<file path="src/rtl/ce_cadence_monitor.sv">
// Receive-side cadence checker for the 24 MHz clock-enable bundle; locks onto ce1m5 and flags deviations.
// Optional pipe_ab half-period check enabled by defining CE_CADENCE_PIPEAB_CHECK_EN.
module ce_cadence_monitor #(
  parameter int LOCK_PERIODS = 4,
  parameter int ERR_W        = 8
) (
  input  logic             clk24,
  input  logic             reset,
  input  logic             ce12,
  input  logic             ce6,
  input  logic             ce3,
  input  logic             ce3v,
  input  logic             video_slice,
  input  logic             ce1m5,
  input  logic             pipe_ab,
  output logic             locked,
  output logic             fault,
  output logic [5:0]       err_mask,
  output logic [ERR_W-1:0] err_count,
  output logic [3:0]       phase
);

  typedef enum logic [1:0] {
    HUNT   = 2'd0,
    VERIFY = 2'd1,
    LOCKED = 2'd2
  } state_t;

  localparam logic [3:0]       LOCK_TARGET = 4'(LOCK_PERIODS);
  localparam logic [ERR_W-1:0] ERR_ONE     = {{(ERR_W-1){1'b0}}, 1'b1};
  localparam logic [ERR_W-1:0] ERR_MAX     = {ERR_W{1'b1}};

  state_t     state;
  logic [3:0] period_cnt;

  // Only the low three bits of (phase + 13) feed the prediction; 13 mod 8 = 5.
  logic [2:0] c;
  assign c = phase[2:0] + 3'd5;

  logic [4:0] expected;
  logic [4:0] observed;
  logic [4:0] mm_strobe;
  logic       mm_ref;
  logic       mm_pab;
  logic       pab_ok;
  logic [5:0] mm;
  logic       any_mm;

  assign expected  = {~c[2], c[2] & c[1] & ~c[0], c[2] & ~c[1] & c[0], c[1] & c[0], c[0]};
  assign observed  = {video_slice, ce3v, ce3, ce6, ce12};
  assign mm_strobe = expected ^ observed;
  assign mm_ref    = ce1m5 ^ (phase == 4'd0);
  assign mm        = {mm_pab, mm_strobe};
  assign any_mm    = (|mm) | mm_ref;

`ifdef CE_CADENCE_PIPEAB_CHECK_EN
  logic pab_prev;
  logic pab_aligned;
  logic pab_half;
  logic pab_edge;
  logic pab_slot;

  assign pab_edge = pipe_ab ^ pab_prev;
  assign pab_slot = (phase == 4'd3);
  assign pab_ok   = pab_aligned;

  // Edges are legal only in the phase-3 slot; once aligned, every second slot must carry one.
  always_comb begin
    mm_pab = 1'b0;
    if (state != HUNT) begin
      if (pab_edge && !pab_slot)
        mm_pab = 1'b1;
      else if (pab_slot && pab_aligned && (pab_edge != pab_half))
        mm_pab = 1'b1;
    end
  end

  always_ff @(posedge clk24 or posedge reset) begin
    if (reset) begin
      pab_prev    <= 1'b0;
      pab_aligned <= 1'b0;
      pab_half    <= 1'b0;
    end else begin
      pab_prev <= pipe_ab;
      if (state == HUNT || any_mm) begin
        pab_aligned <= 1'b0;
        pab_half    <= 1'b0;
      end else if (pab_slot) begin
        if (!pab_aligned) begin
          if (pab_edge) begin
            pab_aligned <= 1'b1;
            pab_half    <= 1'b0;
          end
        end else begin
          pab_half <= ~pab_half;
        end
      end
    end
  end
`else
  logic unused_pipe_ab;
  assign unused_pipe_ab = pipe_ab;
  assign mm_pab         = 1'b0;
  assign pab_ok         = 1'b1;
`endif

  always_ff @(posedge clk24 or posedge reset) begin
    if (reset) begin
      state      <= HUNT;
      phase      <= 4'd0;
      period_cnt <= 4'd0;
      locked     <= 1'b0;
      fault      <= 1'b0;
      err_mask   <= 6'd0;
      err_count  <= '0;
    end else begin
      fault <= 1'b0;
      phase <= phase + 4'd1;
      case (state)
        HUNT: begin
          locked <= 1'b0;
          if (ce1m5) begin
            // The ce1m5 cycle is phase 0, so the next one is phase 1.
            phase      <= 4'd1;
            period_cnt <= 4'd0;
            state      <= VERIFY;
          end
        end
        VERIFY: begin
          locked <= 1'b0;
          if (any_mm) begin
            period_cnt <= 4'd0;
            state      <= HUNT;
          end else if (period_cnt == LOCK_TARGET && pab_ok) begin
            state <= LOCKED;
          end else if (phase == 4'd15 && period_cnt != LOCK_TARGET) begin
            period_cnt <= period_cnt + 4'd1;
          end
        end
        LOCKED: begin
          if (any_mm) begin
            fault    <= 1'b1;
            err_mask <= err_mask | mm;
            if (err_count != ERR_MAX)
              err_count <= err_count + ERR_ONE;
            locked     <= 1'b0;
            period_cnt <= 4'd0;
            state      <= HUNT;
          end else begin
            locked <= 1'b1;
          end
        end
        default: begin
          locked <= 1'b0;
          state  <= HUNT;
        end
      endcase
    end
  end

endmodule
</file>
<file path="config.mk">
export PLATFORM = sky130hd
export DESIGN_NAME = ce_cadence_monitor
export DESIGN_NICKNAME = d
export VERILOG_FILES = /design/src/rtl/ce_cadence_monitor.sv
export SDC_FILE = /design/constraint.sdc
export NUM_CORES = 1
export LEC_CHECK = 0
export BUFFER_PORTS_ARGS = -buffer_cell sky130_fd_sc_hd__buf_2
export CAP_MARGIN = 20
export CORE_MARGIN = 3
export CORE_UTILIZATION = 40
export CTS_BUF_LIST = sky130_fd_sc_hd__clkbuf_8
export DETAILED_ROUTE_END_ITERATION = 10
export SLEW_MARGIN = 20
export SYNTH_ARGS = -nofsm -noshare
export SYNTH_HDL_FRONTEND = slang
export SYNTH_SLANG_ARGS = --single-unit
</file>
<file path="constraint.sdc">
create_clock -name clk24 -period 4.3 [get_ports clk24]
set_input_delay 0.43 -clock clk24 [delete_from_list [all_inputs] [get_ports clk24]]
set_output_delay 0.43 -clock clk24 [all_outputs]
set_load 0.01 [all_outputs]
</file>
==> results.py <==
metrics = {
    "clock_tree": {
        "cts.clk_slew.worst_paths_ns": 0.09,
        "postCtsSetupBuffers": 0,
        "numClockSinks": 25,
        "holdBufCountCts": 0,
        "cts_tree": "built",
        "cts_buffer_depth": 2,
        "root_buffer": "clkbuf_8",
        "htreeDepth": 1,
        "cts_resized": 0,
        "cts_buffers": 3,
        "clk_latency_ns": 0.27,
    },
    "grt": {
        "antenna_found_initial": 0,
        "first_global_vias": 988,
        "gr-usage-all-layers_pct": 14.1,
        "grt_remaining_overflow": 0,
        "grt_max_degree": 26,
        "use_met1_pct": 18.9,
        "grt_use_met2_pct": 22.4,
        "use_met3_pct": 2.05,
        "top_usage_layer": "met2",
        "grt_first_pass_wirelength_um": 4670,
    },
    "finish": {
        "final_common_cell": "buf_2",
        "syn_to_final_growth_pct": 16.6,
        "drive_gt1_share_pct": 25.5,
        "fin_cells": 205,
        "mostFrequentLayoutCells": "buf_2 (26), dfrtp_1 (25), nand3_1 (10), nor2_1 (9), inv_1 (9)",
        "regArea_um2": 626,
        "antenna_cells": 0,
        "multi_input_area_um2": 734,
        "fin_nets": 177,
        "fillers": 327,
    },
    "die": {
        "die_h_um": 65.5,
        "io_pins": 29,
        "die_area_um2": 4290,
        "core_um2": 3200,
        "start_util_pct": 44.3,
        "die_w_um": 65.5,
        "rows": 20,
    },
    "critical_path": {
        "startpoint": "phase[0]",
        "path_buf_inv": 1,
        "crit_fanout": 11,
        "crit_slowest_cell": "dfrtp_1",
        "critPathLaunchType": "register",
        "rrSetupSlack_ns": 1.56,
        "ff2ff_path_depth": 8,
        "crit_required_ns": 4.46,
        "critPathCaptureType": "register",
        "cp_top_family": "simple AND/OR/NAND/NOR gates",
        "cp.depth": 8,
        "crit_chain": "inv_1, ha_1, nor4b_1, a211oi_2, a311oi_4, nand2_2, nand3_1, mux2_1",
        "critPathKind": "reg -> reg",
        "critPathMaxStageDelay_ns": 0.54,
        "reg2reg_to": "err_count[2]",
        "critPathArrivalTime_ns": 2.91,
        "cp-endpoint": "err_count[2]",
        "regToRegStartpoint": "phase[0]",
    },
    "placed_design": {
        "hpwl_um": 1930,
        "io_buffers": 26,
        "dp_cells": 200,
        "place_congestion": 0.739,
        "place_ws_ns": 1.55,
    },
    "synth": {
        "synth_area_um2": 1420,
        "synth.net_count": 149,
        "synthArstFlopShare_pct": 100,
        "yosysUniqueCellTypes": 41,
        "syn_area_per_cell_um2": 10.6,
        "ys_ff_latch": 25,
        "ys_seq_area_share_pct": 44.1,
        "synth_ff_type": "dfrtp_1",
        "synth-edff-count": 0,
        "syn_inst": 134,
        "ys_warn_count": 0,
    },
    "sta": {
        "hold_viol_final": 0,
        "period_share_pct": 63.8,
        "maxSlewViolCount": 0,
        "max_clock_freq_ghz": 0.364,
        "fin_hold_ws_ns": 0.133,
        "relSlewSlack_pct": 46.1,
        "setup_viol": 0,
        "min_period_ns": 2.74,
        "clock_skew_ns": 0.00439,
        "tns_ns": 0,
        "rsz0062_at_grt": "no",
        "postLayoutSetupSlackWorst_ns": 1.56,
        "tightest_slew_ns": 0.806,
    },
    "routing": {
        "avgRoutedWirePerCell_um": 12.6,
        "routed_wl_um": 2580,
        "viasPerCell": 5.06,
        "vias": 1037,
        "antenna_left": 0,
        "drc": 0,
        "drt-initial-drc-count": 42,
        "firstDrtPassIters": 4,
    },
    "job": {
        "cap_violations": 0,
    },
    "pwr": {
        "leakagePower_nw": 0.807,
        "p_per_area_nw_per_um2": 360,
        "ir_worst_vdd_mv": 0.226,
    },
    "outcome": {
        "status": "finished clean",
    },
    "hold_path": {
        "hold_class": "in -> async",
    },
}
==> worst reg2reg max path: cells and delay by family (launching register included) <==
family / cells / cell delay, ns
flip-flops: 1 / 0.54
adder cells (fa/ha/maj): 1 / 0.37
multiplexers: 1 / 0.32
buffers and inverters: 1 / 0.11
AO/OA/AOI/OAI: 2 / 0.53
AND/OR/NAND/NOR: 3 / 0.77
==> cells in the mapped netlist (2+ instances only) <==
library cell	n	area share [%]
ha_1	6	5.3
nand4_1	4	1.8
a31oi_1	2	0.88
dfrtp_1	25	44
nor3_1	2	0.71
and3_1	3	1.3
nor4b_1	2	1.2
nand3_2	3	2.1
nor2b_1	3	1.3
mux2_1	2	1.6
xor2_1	6	3.7
o32ai_1	2	1.2
nand3_1	10	3.5
a21o_1	5	2.6
buf_4	2	1.1
nor2_1	9	2.4
nand2b_1	5	2.2
a21oi_1	2	0.71
o21bai_1	2	1.1
xnor2_1	7	4.3
mux2i_1	2	1.4
nand3b_1	2	1.1
nand2_1	2	0.53
inv_1	9	2.4
==> cell families after synthesis <==
group | synth area share, %
fa+ha+maj | 5.30
xor+xnor | 9.18
simple gates | 21.7
other cells | 0.265
buf+inv | 4.06
mux | 3.00
compound gates | 12.4
flops | 44.1
==> state kept, by name, summed over array words and instances, names as in the netlist <==
register and count:
phase 4, locked 1, err_mask 5, state 2, fault 1, period_cnt 4, err_count 8
==> layer usage <==
| metal | wire [µm] | part of all wire, % |
|---|---|---|
| met1 | 1210 | 47 |
| met2 | 1220 | 47 |
| met3 | 102 | 4.0 |
| met4 | 48 | 1.9 |
| met5 | 0 | 0 |
==> final cells by class <==
type / count / share of cell area, %
clock inverter: 1 / 0.303
multi-input combinational: 96 / 44.4
tap: 44 / 3.33
timing repair buffer: 27 / 9.54
inverter: 9 / 2.04
sequential: 25 / 37.9
clock buffer: 3 / 2.50
==> power by group <==
group	switching, mW	internal (mW)
Sequential	0.0248	0.250
Combinational	0.0988	0.0800
Clock	0.0765	0.0649
Total	0.200	0.394
==> worst min-delay path by stage <==
stage | cells past startpoint | slack (ns) | end | from
after floorplan | 1 | 0.46 | err_count[0] | reset
after global placement | 1 | 0.44 | err_mask[2] | err_mask[2]
after global routing | 2 | 0.15 | err_mask[0] | reset
final | 2 | 0.13 | err_mask[0] | reset
after CTS | 2 | 0.41 | err_mask[0] | reset
after detailed placement | 1 | 0.44 | err_mask[0] | err_mask[0]
==> metrics by stage <==
stage	instance area, µm²	power (mW)	utilization [%]
3_5_place_dp	1580	0.456	49.3
5_1_grt	1650	0.639	51.6
2_1_floorplan	1420	0.415	-
6_report	1650	0.595	51.6
4_1_cts	1630	0.603	50.7
3_3_place_gp	1580	0.454	49.3
No activity file was read; power rests on OpenSTA's default activity.
